--- src/rtl/clock_gate_controller.sv ---
// Per-domain idle-detect clock gating controller.
// Gates each domain after idle_threshold idle cycles, wakes via wake_req handshake.
module clock_gate_controller #(
  parameter int NUM_DOMAINS = 4,
  parameter int IDLE_CNT_W  = 8,
  parameter int WAKE_LAT    = 2
) (
  input  logic                   clk_in,
  input  logic                   rst,
  input  logic                   test_mode,
  input  logic [IDLE_CNT_W-1:0]  idle_threshold,
  input  logic [NUM_DOMAINS-1:0] domain_busy,
  input  logic [NUM_DOMAINS-1:0] wake_req,
  output logic [NUM_DOMAINS-1:0] gate_en,
  output logic [NUM_DOMAINS-1:0] domain_ready,
  output logic [NUM_DOMAINS-1:0] gated_status
);

  localparam int WC_W = $clog2(WAKE_LAT + 2);
  localparam int CW   = IDLE_CNT_W + 1;

  localparam logic [WC_W-1:0]       WAKE_INIT = WC_W'(WAKE_LAT);
  localparam logic [IDLE_CNT_W-1:0] CNT_MAX   = '1;
  localparam logic [CW-1:0]         ONE_X     = CW'(1);

  typedef enum logic [1:0] {
    RUN   = 2'd0,
    GATED = 2'd1,
    WAKE  = 2'd2
  } state_t;

  state_t                state_q [NUM_DOMAINS];
  state_t                state_d [NUM_DOMAINS];
  logic [IDLE_CNT_W-1:0] idle_q  [NUM_DOMAINS];
  logic [IDLE_CNT_W-1:0] idle_d  [NUM_DOMAINS];
  logic [WC_W-1:0]       wake_q  [NUM_DOMAINS];
  logic [WC_W-1:0]       wake_d  [NUM_DOMAINS];

  logic [NUM_DOMAINS-1:0] idle_v;
  logic [NUM_DOMAINS-1:0] run_d, run_q;
  logic [NUM_DOMAINS-1:0] gated_d, gated_q;
  logic                   thr_on;

  assign idle_v = ~domain_busy & ~wake_req;
  assign thr_on = (idle_threshold != '0);

  always_comb begin
    for (int i = 0; i < NUM_DOMAINS; i++) begin
      state_d[i] = state_q[i];
      idle_d[i]  = idle_q[i];
      wake_d[i]  = wake_q[i];
      unique case (state_q[i])
        RUN: begin
          if (!idle_v[i]) begin
            idle_d[i] = '0;
          end else if (thr_on &&
                       (CW'(idle_q[i]) + ONE_X >=
                        CW'(idle_threshold))) begin
            state_d[i] = GATED;
            idle_d[i]  = '0;
          end else if (idle_q[i] != CNT_MAX) begin
            idle_d[i] = idle_q[i] + 1'b1;
          end
        end
        GATED: begin
          if (wake_req[i]) begin
            state_d[i] = WAKE;
            wake_d[i]  = WAKE_INIT;
          end
        end
        WAKE: begin
          if (wake_q[i] == '0) begin
            state_d[i] = RUN;
          end else begin
            wake_d[i] = wake_q[i] - 1'b1;
          end
        end
        default: state_d[i] = RUN;
      endcase
      if (test_mode) begin
        state_d[i] = RUN;
        idle_d[i]  = '0;
        wake_d[i]  = '0;
      end
      run_d[i]   = (state_d[i] == RUN);
      gated_d[i] = (state_d[i] == GATED);
    end
  end

  // Output decodes are flopped so gate_en never glitches on state changes.
  always_ff @(posedge clk_in) begin
    if (rst) begin
      for (int i = 0; i < NUM_DOMAINS; i++) begin
        state_q[i] <= RUN;
        idle_q[i]  <= '0;
        wake_q[i]  <= '0;
      end
      run_q   <= '1;
      gated_q <= '0;
    end else begin
      for (int i = 0; i < NUM_DOMAINS; i++) begin
        state_q[i] <= state_d[i];
        idle_q[i]  <= idle_d[i];
        wake_q[i]  <= wake_d[i];
      end
      run_q   <= run_d;
      gated_q <= gated_d;
    end
  end

  assign gate_en      = ~gated_q | {NUM_DOMAINS{test_mode}};
  assign domain_ready = run_q | {NUM_DOMAINS{test_mode}};
  assign gated_status = gated_q & ~{NUM_DOMAINS{test_mode}};

endmodule

--- config.mk ---
export PLATFORM = sky130hd
export DESIGN_NAME = clock_gate_controller
export DESIGN_NICKNAME = d
export VERILOG_FILES = /design/src/rtl/clock_gate_controller.sv
export SDC_FILE = /design/constraint.sdc
export NUM_CORES = 1
export LEC_CHECK = 0
export CAP_MARGIN = 15
export CORE_MARGIN = 2
export CORE_UTILIZATION = 34
export CTS_BUF_LIST = sky130_fd_sc_hd__clkbuf_8 sky130_fd_sc_hd__clkbuf_16
export CTS_CLUSTER_DIAMETER = 80
export DETAILED_ROUTE_END_ITERATION = 8
export HOLD_SLACK_MARGIN = 0.02
export SETUP_SLACK_MARGIN = 0.4
export SLEW_MARGIN = 20
export SYNTH_ARGS = -nofsm -noshare
export SYNTH_HDL_FRONTEND = slang
export SYNTH_SLANG_ARGS = --single-unit
--- constraint.sdc ---
create_clock -name clk_in -period 2.5 [get_ports clk_in]
set_input_delay 0.5 -clock clk_in [delete_from_list [all_inputs] [get_ports clk_in]]
set_output_delay 0.5 -clock clk_in [all_outputs]
set_load 0.01 [all_outputs]
==> run_results.csv <==
group,metric,value,unit
timing,fmax,409,MHz
critical_path,critPathMaxFanout,4,
yosys,synth_enable_flop_cells,0,
cells_and_area,area_growth,48.0,%
critical_path,cpMaxStageDelayCell,"or3_1",
timing,hold_ws,488,ps
critical_path,cp_data_required_time,2760,ps
floorplanning,die_h,108,um
yosys,synthTopCellsByArea,"dfxtp_1 (30%), ha_1 (14%), nor2_1 (4.5%)",
clocking,clock_sinks,56,
cells_and_area,drive_gt1_frac,0.380,
routing,drt_iter0_markers,124,
cells_and_area,fin_nets,610,
clocking,cts_hold_buf,0,
routing,avgViaCountPerCell,5.13,
placed_design,finalWeightedCongestion,0.822,
yosys,ys_seq_elements,56,
critical_path,cp_data_arrival_time,2700,ps
timing,slew_headroom,0.716,
yosys,synthCells,450,
critical_path,crit_buf_inv,0,
timing,drv_slew,0,
floorplanning,core_region_area,10700,sq um
pwr,leakage,2.30,nW
grt,grt_pass1_vias,3441,
cells_and_area,antenna_cells,0,
yosys,synth_nets,509,
critical_path,crit_type,"flip-flop to flip-flop",
timing,hold_viol,0,
pwr,cell_internal_pwr,0.00117,W
placed_design,place_hpwl,6950,um
yosys,yosysSeqAreaShare,0.304,
min_path,worstHoldPathType,"flip-flop to flip-flop",
yosys,yosysWarnings,0,
yosys,syn_area,3690,sq um
yosys,async_flop_share,0,
timing,setup_slack,57.1,ps
pwr,ir_worst_vdd,198,uV
floorplanning,die_width,108,um
cells_and_area,utilization,0.510,
grt,grt_pass1_wl,16300,um
pwr,switching_share,0.265,
clocking,cts.clk_slew.worst_paths,110,ps
routing,firstDrtPassIters,4,
yosys,synth_top_area_frac,0.304,
floorplanning,dieArea,11700,sq um
yosys,synth.avg_cell_area,8.20,sq um
critical_path,slowest_delay,400,ps
grt,grt_usage,0.174,
clocking,cts_buffers,5,
routing,ant_nets,0,
flow_run,cap_violations,0,
clocking,htree_levels,2,
cells_and_area,final_cell_mix,"buf_4 (70), dfxtp_1 (38), nor2_1 (37), ha_1 (31)",
pwr,p_per_area,293,nW/um^2
critical_path,critical_path.top_delay_family,"compound AO/OA/AOI/OAI gates",
pwr,finalPower,0.00160,W
critical_path,start_kind,"flip-flop",
yosys,synth.distinct_cells,61,
timing,fin_skew,7.89,ps
pwr,combPwrFrac,0.123,
timing,rsz0062_at_grt,"yes",
placed_design,portBuffers,30,
timing,fin_crit,2440,ps
clocking,clockBufferDepth,2,
critical_path,crit_top_cell,"ha_4",
grt,grt_max_degree,18,
floorplanning,start_util,0.345,
critical_path,crit_chain,"ha_4, nand3_4, xnor2_4, ha_4, a21o_1, a211o_1, a41oi_2, o211ai_1, or3_1, a21oi_1",
status,status,"completed",
placed_design,dp_slack,-324,ps
yosys,synth_area_leader_cell,"dfxtp_1",
clocking,insertion_delay,320,ps
pwr,net-switching-power,0.000424,W
routing,drc,0,
timing,fin_crit_sh,0.977,
grt,antenna_found_initial,0,
routing,wire_per_inst,14.7,um
clocking,ctsRootBufferMaster,"clkbuf_8",
pwr,pwr-share-seq,0.554,
timing,worstMarginPinSlew,423,ps
critical_path,end_kind,"flip-flop",
routing,via_count,3549,
floorplanning,core.rowCount,38,
grt,grt_overflow,0,
routing,drt_wl_total,10200,um
cells_and_area,final_common_cell,"buf_4",
yosys,ys.flop_type,"dfxtp_1",
pwr,p_clk_frac,0.323,
clocking,cts_tree,"yes",
floorplanning,ios,31,
timing,finalSetupViolCount,0,
worst reg2reg max path, cell delays in order (launching register included):
cell and delay, ps:
dfxtp_4 390, ha_4 170, nand3_4 110, xnor2_4 240
ha_4 240, a21o_1 150, a211o_1 260, a41oi_2 180
o211ai_1 130, or3_1 400, a21oi_1 120
kinds of logic after synthesis:
| family | count (synthesis) | share of synthesized area |
|---|---|---|
| muxes | 1 | 0.00271 |
| DFF | 56 | 0.304 |
| adders and majority gates | 40 | 0.136 |
| buffers and inverters | 42 | 0.0458 |
| xor gates and xnor gates | 24 | 0.0570 |
| and+or+nand+nor | 163 | 0.218 |
| AOI/OAI and AO/OA | 124 | 0.237 |
path summary, 6_finish.rpt:
check | from | end | slack (ps) | depth (start not counted)
worst max-delay path | idle_q[0][1] | idle_q[0][1] | 60 | 10
worst min-delay path | wake_q[1][1] | wake_q[1][1] | 490 | 2
worst min register to register | wake_q[1][1] | wake_q[1][1] | 490 | 2
worst max register to register | idle_q[0][1] | idle_q[0][1] | 60 | 10
flip-flops by register name, indices dropped and copies added, names as in the netlist:
signal	count
state_q	8
idle_q	32
run_q	4
gated_q	4
wake_q	8
Yosys cell counts, types with 3 or more instances:
cell / count
a211oi_1: 3
and3_1: 4
buf_1: 3
o21bai_1: 3
o21ai_0: 29
a21oi_1: 27
nor2_1: 44
o211ai_1: 5
clkbuf_1: 4
inv_1: 31
a22o_1: 9
nand3_1: 24
nor3_1: 12
nor2b_1: 9
a211o_1: 3
xor2_1: 8
ha_1: 40
a31oi_1: 4
o21ai_1: 4
nand2b_1: 8
dfxtp_1: 56
xnor2_1: 16
or3_1: 6
or2_2: 6
buf_2: 3
nand2_1: 31
and2_1: 4
nand4_1: 4
a32o_1: 3
a22oi_1: 5
a21o_1: 8
cell type report:
type,instances,area [sq um]
multi-input combinational,352,3040
timing repair buffer,105,863
clock inverter,3,18.8
tap,140,175
inverter,31,119
clock buffer,5,68.8
sequential,56,1170
fill,958,5240
power groups by stage:
| stage | Clock (W) | Combinational (W) | Sequential, W |
|---|---|---|---|
| detailed placement | 0 | 0.000160 | 0.000916 |
| global placement | 0 | 0.000158 | 0.000916 |
| finish | 0.000515 | 0.000197 | 0.000885 |
| global route | 0.000572 | 0.000216 | 0.000886 |
| floorplan | 0 | 0.0000755 | 0.000915 |
| CTS | 0.000536 | 0.000182 | 0.000886 |
layer usage:
layer / global-route usage / wire length [um]
met5: 0 / 0
met3: 0.0241 / 179
met2: 0.298 / 5240
met1: 0.222 / 4570
met4: 0.0623 / 191
metrics by stage:
stage          TNS, ps  area [sq um]  std cells
6_report             0          5460        692
4_1_cts              0          5140        680
5_1_grt          -89.5          5460        692
3_3_place_gp     -6640          4610        649
3_5_place_dp     -9020          4610        649
2_1_floorplan        0          3870        450
repair_timing:
item	in CTS	in global routing
setup buffers	23	12
endpoints found under the setup margin	56	47
resized for setup	82	56
gates cloned	0	0
pin swaps	41	32
No activity file was read; power rests on OpenSTA's default activity.
